### src/rtl/msx_mouse_port_pkg.sv
// ============================================================================
// Module  : msx_mouse_pkg
// Purpose : Shared types, constants and helpers for the MSX mouse port.
//           The optional accumulating mode is controlled by the macro
//           MSX_MOUSE_ACCUM_EN, which the accumulator sub-module reads.
// Revision: 1.0 - initial release
// ============================================================================
`default_nettype none

package msx_mouse_pkg;

  // Width of the per-axis signed movement accumulator.
  localparam int MOUSE_ACC_W = 10;

  // Nibble sequencer phases, advanced once per strobe toggle.
  typedef enum logic [1:0] {
    X_HI = 2'd0,
    X_LO = 2'd1,
    Y_HI = 2'd2,
    Y_LO = 2'd3
  } phase_t;

  // Saturate a 10-bit signed value into the 8-bit range -128..127.
  function automatic logic [7:0] clamp8(input logic signed [MOUSE_ACC_W-1:0] v);
    logic [7:0] r;
    if (v > 10'sd127) begin
      r = 8'h7F;
    end else if (v < -10'sd128) begin
      r = 8'h80;
    end else begin
      r = v[7:0];
    end
    return r;
  endfunction

endpackage

`default_nettype wire

### src/rtl/msx_mouse_port_if.sv
// ============================================================================
// Module  : msx_mouse_port_if
// Purpose : Bundles the user_io mouse/joystick inputs, the emsx strobe and
//           the active-low port lines returned to emsx.
// Revision: 1.0 - initial release
// ============================================================================
`default_nettype none

interface msx_mouse_port_if;
  logic signed [8:0] mouse_x;
  logic signed [8:0] mouse_y;
  logic [7:0]        mouse_flags;
  logic              mouse_strobe;
  logic [5:0]        joy_n;
  logic              stra;
  logic [5:0]        port_n;
  logic              mouse_en;

  // Source side: user_io and emsx drive the inputs and observe the port.
  modport master (
    output mouse_x, mouse_y, mouse_flags, mouse_strobe, joy_n, stra,
    input  port_n, mouse_en
  );

  // Adapter side.
  modport slave (
    input  mouse_x, mouse_y, mouse_flags, mouse_strobe, joy_n, stra,
    output port_n, mouse_en
  );
endinterface

`default_nettype wire

### src/rtl/msx_mouse_port_accum.sv
// ============================================================================
// Module  : msx_mouse_accum
// Purpose : Per-axis movement store. Presents the saturated 8-bit snapshot of
//           its contents and updates on new deltas and on snapshot reads.
//           MSX_MOUSE_ACCUM_EN defined  : saturating add, residual carried.
//           MSX_MOUSE_ACCUM_EN undefined: latest delta only, cleared on read.
// Revision: 1.0 - initial release
// ============================================================================
`default_nettype none

module msx_mouse_accum
  import msx_mouse_pkg::*;
(
  input  wire logic                          clk,
  input  wire logic                          rst,
  input  wire logic                          strobe_i,
  input  wire logic signed [MOUSE_ACC_W-1:0] delta_i,
  input  wire logic                          consume_i,
  output logic [7:0]                         snap_o
);

  logic signed [MOUSE_ACC_W-1:0] acc_q;
  logic signed [MOUSE_ACC_W-1:0] acc_d;

  assign snap_o = clamp8(acc_q);

`ifdef MSX_MOUSE_ACCUM_EN
  logic signed [MOUSE_ACC_W+1:0] w_sum;

  // Remove the value just read, add any new delta, saturate to 10 bits.
  // A read and a delta in the same cycle both apply, so nothing is lost.
  always_comb begin
    w_sum = {{2{acc_q[MOUSE_ACC_W-1]}}, acc_q};
    if (consume_i) begin
      w_sum = w_sum - {{4{snap_o[7]}}, snap_o};
    end
    if (strobe_i) begin
      w_sum = w_sum + {{2{delta_i[MOUSE_ACC_W-1]}}, delta_i};
    end
    if (w_sum > 12'sd511) begin
      acc_d = 10'sd511;
    end else if (w_sum < -12'sd512) begin
      acc_d = -10'sd512;
    end else begin
      acc_d = w_sum[MOUSE_ACC_W-1:0];
    end
  end
`else
  // Keep only the most recent delta; a read empties the store. A delta that
  // arrives with a read survives the clear.
  always_comb begin
    acc_d = acc_q;
    if (consume_i) begin
      acc_d = '0;
    end
    if (strobe_i) begin
      acc_d = delta_i;
    end
  end
`endif

  // Accumulator register.
  always_ff @(posedge clk or posedge rst) begin
    if (rst) begin
      acc_q <= '0;
    end else begin
      acc_q <= acc_d;
    end
  end

endmodule

`default_nettype wire

### src/rtl/msx_mouse_port.sv
// ============================================================================
// Module  : msx_mouse_port
// Purpose : MiST user_io to emsx joystick port A adapter. Auto-selects between
//           a digital joystick and an MSX-protocol mouse whose X/Y deltas are
//           sent as four nibbles clocked by strobe toggles.
//           Optional macro: MSX_MOUSE_ACCUM_EN (accumulate deltas between
//           reads instead of keeping only the latest one).
// Revision: 1.0 - initial release
// ============================================================================
`default_nettype none

module msx_mouse_port
  import msx_mouse_pkg::*;
#(
  parameter int TIMEOUT_CYCLES = 100000,
  parameter int TMO_W          = 18
) (
  input  wire logic        clk_sys,
  input  wire logic        reset,
  msx_mouse_port_if.slave  bus
);

  localparam logic [TMO_W-1:0] c_tmo_reload = TMO_W'(TIMEOUT_CYCLES);
  localparam logic [TMO_W-1:0] c_tmo_one    = TMO_W'(1);

  phase_t           phase_q, phase_d;
  logic [TMO_W-1:0] tmo_q, tmo_d;
  logic [5:0]       port_q, port_d;
  logic             mouse_en_q, mouse_en_d;
  logic             stra_q;
  logic [7:0]       sx_q, sx_d;
  logic [7:0]       sy_q, sy_d;

  logic [8:0]       w_dx9;
  logic [MOUSE_ACC_W-1:0] w_dx, w_dy;
  logic             w_toggle;
  logic             w_read;
  logic [7:0]       w_snap_x, w_snap_y;

  // MSX counts positive X to the left, so the user_io X delta is negated.
  assign w_dx9    = ~bus.mouse_x + 9'd1;
  assign w_dx     = {w_dx9[8], w_dx9};
  assign w_dy     = {bus.mouse_y[8], bus.mouse_y};
  assign w_toggle = bus.stra ^ stra_q;
  assign w_read   = mouse_en_q & w_toggle & (phase_q == X_HI);

  msx_mouse_accum u_acc_x (
    .clk       (clk_sys),
    .rst       (reset),
    .strobe_i  (bus.mouse_strobe),
    .delta_i   (w_dx),
    .consume_i (w_read),
    .snap_o    (w_snap_x)
  );

  msx_mouse_accum u_acc_y (
    .clk       (clk_sys),
    .rst       (reset),
    .strobe_i  (bus.mouse_strobe),
    .delta_i   (w_dy),
    .consume_i (w_read),
    .snap_o    (w_snap_y)
  );

  // Mode select, nibble sequencer, timeout and port data next-state.
  always_comb begin
    phase_d    = phase_q;
    tmo_d      = tmo_q;
    port_d     = port_q;
    sx_d       = sx_q;
    sy_d       = sy_q;
    mouse_en_d = mouse_en_q;

    if (bus.mouse_strobe) begin
      mouse_en_d = 1'b1;
    end else if (~&bus.joy_n) begin
      mouse_en_d = 1'b0;
    end

    if (!mouse_en_q) begin
      port_d  = bus.joy_n;
      phase_d = X_HI;
      tmo_d   = '0;
    end else begin
      port_d[5:4] = ~bus.mouse_flags[1:0];
      if (w_toggle) begin
        tmo_d = c_tmo_reload;
        case (phase_q)
          X_HI: begin
            sx_d        = w_snap_x;
            sy_d        = w_snap_y;
            port_d[3:0] = ~w_snap_x[7:4];
            phase_d     = X_LO;
          end
          X_LO: begin
            port_d[3:0] = ~sx_q[3:0];
            phase_d     = Y_HI;
          end
          Y_HI: begin
            port_d[3:0] = ~sy_q[7:4];
            phase_d     = Y_LO;
          end
          default: begin
            port_d[3:0] = ~sy_q[3:0];
            phase_d     = X_HI;
          end
        endcase
      end else if (tmo_q != '0) begin
        tmo_d = tmo_q - c_tmo_one;
        // The host stopped reading mid-sequence; restart from X high.
        if (tmo_q == c_tmo_one) begin
          phase_d = X_HI;
        end
      end
    end
  end

  // State registers.
  always_ff @(posedge clk_sys or posedge reset) begin
    if (reset) begin
      phase_q    <= X_HI;
      tmo_q      <= '0;
      port_q     <= 6'h3F;
      mouse_en_q <= 1'b0;
      stra_q     <= 1'b0;
      sx_q       <= '0;
      sy_q       <= '0;
    end else begin
      phase_q    <= phase_d;
      tmo_q      <= tmo_d;
      port_q     <= port_d;
      mouse_en_q <= mouse_en_d;
      stra_q     <= bus.stra;
      sx_q       <= sx_d;
      sy_q       <= sy_d;
    end
  end

  assign bus.port_n   = port_q;
  assign bus.mouse_en = mouse_en_q;

endmodule

`default_nettype wire

### src/flat_wrapper.sv
// flat-port wrapper written by rule: the top's interface ports become plain ports
module msx_mouse_port_flat import msx_mouse_pkg::*;
#(
  parameter int TIMEOUT_CYCLES = 100000,
  parameter int TMO_W          = 18
)
  (clk_sys, reset, bus_mouse_x, bus_mouse_y, bus_mouse_flags, bus_mouse_strobe, bus_joy_n, bus_stra, bus_port_n, bus_mouse_en);
  msx_mouse_port_if bus_i ();
  input  wire logic clk_sys;
  input  wire logic reset;
  input wire logic [$bits(bus_i.mouse_x)-1:0] bus_mouse_x;
  input wire logic [$bits(bus_i.mouse_y)-1:0] bus_mouse_y;
  input wire logic [$bits(bus_i.mouse_flags)-1:0] bus_mouse_flags;
  input wire logic [$bits(bus_i.mouse_strobe)-1:0] bus_mouse_strobe;
  input wire logic [$bits(bus_i.joy_n)-1:0] bus_joy_n;
  input wire logic [$bits(bus_i.stra)-1:0] bus_stra;
  output wire logic [$bits(bus_i.port_n)-1:0] bus_port_n;
  output wire logic [$bits(bus_i.mouse_en)-1:0] bus_mouse_en;
  assign bus_i.mouse_x = bus_mouse_x;
  assign bus_i.mouse_y = bus_mouse_y;
  assign bus_i.mouse_flags = bus_mouse_flags;
  assign bus_i.mouse_strobe = bus_mouse_strobe;
  assign bus_i.joy_n = bus_joy_n;
  assign bus_i.stra = bus_stra;
  assign bus_port_n = bus_i.port_n;
  assign bus_mouse_en = bus_i.mouse_en;
  msx_mouse_port #(.TIMEOUT_CYCLES(TIMEOUT_CYCLES), .TMO_W(TMO_W)) u_core (.clk_sys(clk_sys), .reset(reset), .bus(bus_i));
endmodule
### config.mk
export PLATFORM = sky130hd
export DESIGN_NAME = msx_mouse_port_flat
export DESIGN_NICKNAME = d
export VERILOG_FILES = /design/src/rtl/msx_mouse_port_pkg.sv /design/src/rtl/msx_mouse_port_if.sv /design/src/rtl/msx_mouse_port_accum.sv /design/src/rtl/msx_mouse_port.sv /design/src/flat_wrapper.sv
export SDC_FILE = /design/constraint.sdc
export NUM_CORES = 1
export LEC_CHECK = 0
export CORE_UTILIZATION = 49
export DETAILED_ROUTE_END_ITERATION = 16
export HOLD_SLACK_MARGIN = 0.03
export PLACE_DENSITY = 0.76
export SETUP_SLACK_MARGIN = 0.2
export SYNTH_ARGS = -nofsm -noshare
export SYNTH_HDL_FRONTEND = slang
export SYNTH_SLANG_ARGS = --single-unit
export TNS_END_PERCENT = 30
### constraint.sdc
create_clock -name clk_sys -period 1.8 [get_ports clk_sys]
set_input_delay 0.18 -clock clk_sys [delete_from_list [all_inputs] [get_ports clk_sys]]
set_output_delay 0.18 -clock clk_sys [all_outputs]
set_load 0.1 [all_outputs]
After elaboration in Yosys (flattened, before gate mapping)
Cells that the tools add are included.
{"block": "totals", "output_inout_bits": 7, "wordCells": 58, "ff_bits": 60}
{"block": "op_classes", "bitwise_logic": 9, "mux": 20, "reduce_logical": 6, "n_lt_le_gt_ge": 4, "add_sub_neg": 2, "eq_ne": 7}
{"cell": "$mux 18", "count": 3}
{"cell": "$mux 8", "count": 4}
{"cell": "$mux 10", "count": 3}
{"cell": "$gt 10x8->1 const B", "count": 2}
{"cell": "$lt 10x8->1 const B", "count": 2}
{"cell": "$eq 18x1->1 const B", "count": 1}
{"cell": "$reduce_bool 18->1", "count": 1}
{"cell": "$sub 18x1->18 const B", "count": 1}
{"cell": "$not 4->4", "count": 4}
{"cell": "$pmux 4 s3", "count": 1}
{"cell": "$add 9x1->9 const B", "count": 1}
{"cell": "$not 9->9", "count": 1}
{"cell": "$mux 2", "count": 4}
{"cell": "$mux 6", "count": 1}
{"cell": "$ne 3x3->1 const B", "count": 2}
{"cell": "$pmux 2 s3", "count": 1}
{"cell": "$reduce_and 6->1", "count": 1}
{"cell": "$mux 4", "count": 1}
{"cell": "$ne 2x2->1 const B", "count": 2}
{"cell": "$reduce_and 3->1", "count": 1}
{"cell": "$and 1x1->1", "count": 2}
{"cell": "$eq 2x1->1 const B", "count": 1}
{"cell": "$eq 2x2->1 const B", "count": 1}
{"cell": "$logic_not 2->1", "count": 1}
{"cell": "other kinds (5)", "count": 6}

Depth between registers and ports, before layout
{"block": "logic_depth", "word_depth": 7, "mapped_depth": 7}

Cells and area by module
Synthesis repeated with hierarchy kept, for this count alone.
{"block": "unflattened", "hier_cells": 356, "area_unflattened_um2": 3370.7}
{"module": "msx_mouse_port", "area_per_inst_um2": 2209.6, "n_inst": 1, "cells_per_inst": 220, "seq_area_each_um2": 1008.5}
{"module": "msx_mouse_accum", "area_per_inst_um2": 580.6, "n_inst": 2, "cells_per_inst": 68, "seq_area_each_um2": 250.2}

Worst setup path after synthesis
OpenSTA, ideal clock, no wires.
{"block": "synth_timing", "kind": "register -> register", "from": "register u_core.mouse_en_q (netlist: u_core.bus.mouse_en)", "to": "register u_core.tmo_q[10]", "t_arrival_ns": 1.825, "slack_ns": -0.144, "setup_time_ns": 0.119, "stages_incl_launch_ff": 5, "cell_sequence": "dfrtp_1 -> nand2_1 -> nor4_2 -> o21ai_1 -> and2_1"}
{"block": "synth_via", "elab_chain_cells": 1, "elab_cells_between_ends": 2}
{"element": "start: declaration", "line": "msx_mouse_port.sv:29", "text": "logic mouse_en_q, mouse_en_d;"}
{"element": "start signal: assignment", "line": "msx_mouse_port.sv:132", "text": "mouse_en_q <= mouse_en_d;"}
{"element": "$ne 3x3->1 (no source line) or $mux 18 (tied branches)"}
{"element": "end signal: assignment", "line": "msx_mouse_port.sv:130", "text": "tmo_q <= tmo_d;"}
{"element": "end: declaration", "line": "msx_mouse_port.sv:27", "text": "logic [TMO_W-1:0] tmo_q, tmo_d;"}
Several ways; a longest one is shown, not always the timed one.
A chain may end at the register's enable or synchronous reset.

Worst setup path after layout
{"block": "layout_timing", "from": "register u_core.tmo_q[1]", "to": "register u_core.tmo_q[13]"}
{"block": "layout_via", "elab_chain_cells": 4, "elab_cells_between_ends": 6}
{"element": "$sub 18x1->18", "line": "msx_mouse_port.sv:109", "text": "tmo_d = tmo_q - c_tmo_one;"}
{"element": "$mux 18", "line": "msx_mouse_port.sv:108", "text": "end else if (tmo_q != '0) begin"}
{"element": "$mux 18", "line": "msx_mouse_port.sv:86", "text": "if (w_toggle) begin"}
{"element": "$mux 18", "line": "msx_mouse_port.sv:80", "text": "if (!mouse_en_q) begin"}
Several ways; a longest one is shown, not always the timed one. The select of a mux whose other input is x is not followed.

==> metrics.txt <==
status complete, no violations; Tcrit/Tclk final 0.928; row cnt 28; number of distinct library cells after synthesis 51; post-synth top area share 0.425; pin count of the biggest net entering global routing 35; fraction of layout instances using a drive strength above 1 0.270; GRT Overall Usage 0.235; CP max stage delay 0.43 ns; via count 2,593; ys flop type dfrtp_1; initial core utilization 0.511; Post-DRT Antenna Nets 0; CTS H-tree depth 3; core area 0.00599 mm^2; Final Hold Viols 0; critical path peak fanout 5; Leak 0.00183 uW; Num CTS Buffers 9; Hold Path Class in -> async; detailed placement HPWL 4.71 mm; Worst Tran Pin Value 0.432 ns; clk_lat worst skew 0.35 ns; Layout Utilization 0.706; IO Port Bufs 36; largest area contributor in the netlist dfrtp_1; Iter 0 DRT Violations 97; placed cells 448; Clock Tree Buf Depth 2; post-synthesis net count 369; RSZ-0062 raised after global routing yes; GPL Wtd Cong 0.881; initial antenna violation count 0; PwrDens 1100 mW/mm^2; Remaining Overflow, GRT 0; TritonRoute pass-1 iters 4; Die Y 81.0 um; die area 0.00657 mm^2; # clock sinks 58; Ys Warns 0; CP Cell Sequence buf_4 > nor3_2 > buf_4 > nand4_4 > or4_4 > a21oi_2; Synth Cell Area 0.00306 mm^2; Post-synth EDFFs 0; vias per cell 5.41; Worst Setup End Kind flop; Worst slew margin 0.712; async set-reset flop share out of synthesis 1.00; max-cap violation count 0; area growth from synthesis to layout 38.0%; routed wire length 6.86 mm; CTS tree done; Worst-path clk slew 0.07 ns; syn avg cell area 9.39 um^2; DR WL/cell 14.3 um; final std cells w/o fill 479; CTS root buffer clkbuf_8; first-pass GRT wire length 11.5 mm; Final nets 442; antenna cells 0; top post-synthesis cells by area dfrtp_1, nand2_1, dfstp_2, o21ai_1, o21ai_0; skew final 0.00798 ns; fillers 454; critical path arrival 1.94 ns; cell mode on critical path buf_4; Peak Freq 599 MHz; Critical Path RT 2.07 ns; VDD IR-drop max 0.892 mV; #FFs+latches synth 58; Crit Path Class reg -> reg; CP top delay family simple AND/OR/NAND/NOR gates; vias in the first global route 2,593; DRC 0; post-synthesis sequential area ratio 0.477; Final Critical Period 1.67 ns; Max Transition Viols Final 0; setup_tns 0 ns; worst path buffer plus inverter count 2; # hold bufs at CTS 0; Mapped Cells 326; die span in x 81.0 um; Crit-path slowest cell or4_4; Worst setup SP type flop; IO Count 43; final setup vio count 0
## where the power goes
part	internal [uW]	switching, uW
Sequential	1540	196
Clock	789	560
Combinational	730	822
Total	3060	1580
## layout make-up
| cell class | instances | area [um^2] | share of cell area |
|---|---|---|---|
| clock buffers | 9 | 124 | 0.0293 |
| inverters | 16 | 60.1 | 0.0142 |
| repair buffers | 75 | 768 | 0.182 |
| flip-flops and latches | 58 | 1470 | 0.347 |
| multi-input cells | 239 | 1610 | 0.382 |
| clock inverters | 7 | 101 | 0.0240 |
| well taps | 75 | 93.8 | 0.0222 |
## routing by layer
layer	global-route usage	routed length [um]
met5	0	0
met4	0.111	212
met3	0.0663	229
met2	0.411	3600
met1	0.261	2820
## cells in the mapped netlist, types with 4 or more instances
cell type	n
a21oi_1	10
a31oi_1	6
and2_1	5
clkbuf_1	10
dfrtp_1	52
dfstp_2	6
ha_1	7
inv_1	16
nand2_1	57
nand2b_1	4
nand3_1	4
nand4_1	4
nor2_1	21
nor2b_1	4
nor3_1	7
o21ai_0	21
o21ai_1	23
xnor2_1	9
xor2_1	10
## flip-flops by register name, indices dropped and copies added (netlist names)
signal	cells
u_core.bus.mouse_en	1
u_core.sy_q	8
u_core.sx_q	4
u_core.u_acc_x.acc_q	9
u_core.phase_q	2
u_core.u_acc_y.acc_q	9
u_core.stra_q	1
u_core.bus.port_n	6
u_core.tmo_q	18
## what timing repair did
| item | CTS | global route |
|---|---|---|
| pin swaps | 6 | 12 |
| cloned | 0 | 0 |
| buffers inserted | 8 | 7 |
| endpoints found under the setup margin | 23 | 49 |
| resized for setup | 15 | 19 |
## cells in the final DEF (no fill, tap or decap), types with 5 or more instances in the layout
cell,netlist,final
a31oi_1,6,6
clkbuf_8,0,9
inv_2,0,5
o21ai_1,23,23
buf_12,0,10
xor2_1,10,10
nor2_1,21,20
buf_4,0,34
xnor2_1,9,9
and2_1,5,5
nor3_1,7,6
clkdlybuf4s50_1,0,29
o21ai_0,21,21
dfrtp_2,0,6
dfrtp_1,52,46
inv_1,16,11
a21oi_1,10,7
nand2_1,57,57
dfstp_2,6,6
## kinds of logic (layout without fill, tap and decap cells)
| kind of cell | after synthesis | count (layout) | share of synthesized area |
|---|---|---|---|
| AND/OR/NAND/NOR | 127 | 127 | 0.227 |
| AO/OA/AOI/OAI | 81 | 81 | 0.160 |
| flip-flops | 58 | 58 | 0.477 |
| buffers and inverters | 29 | 107 | 0.0360 |
| XOR/XNOR | 19 | 19 | 0.0544 |
| adder cells (fa/ha/maj) | 8 | 8 | 0.0319 |
| multiplexers | 4 | 4 | 0.0139 |
## metrics by stage
step / setup WS [ns] / area [um^2] / hold WS, ns / power [uW]
6_report: 0.130 / 4230 / 0.146 / 4640
5_1_grt: 0.0709 / 4230 / 0.175 / 4900
4_1_cts: 0.145 / 4120 / 0.150 / 4560
3_5_place_dp: 0.0119 / 3750 / 0.476 / 3060
3_3_place_gp: 0.0535 / 3750 / 0.471 / 3020
2_1_floorplan: 0.0752 / 3070 / 0.211 / 2580
## path summary, 6_finish.rpt
check | start | endpoint | slack, ns | depth (start not counted)
max in group asynchronous | reset | u_core.bus.port_n[4] | 1.11 | 3
setup / recovery | u_core.tmo_q[1] | u_core.tmo_q[13] | 0.13 | 6
hold / removal | reset | u_core.u_acc_y.acc_q[3] | 0.15 | 2
min in group clk_sys | bus_mouse_flags[1] | u_core.bus.port_n[5] | 0.35 | 2
hold reg to reg | u_core.sy_q[0] | u_core.sy_q[0] | 0.50 | 2
setup reg to reg | u_core.tmo_q[1] | u_core.tmo_q[13] | 0.13 | 6
(Power assumes the default switching activity.)
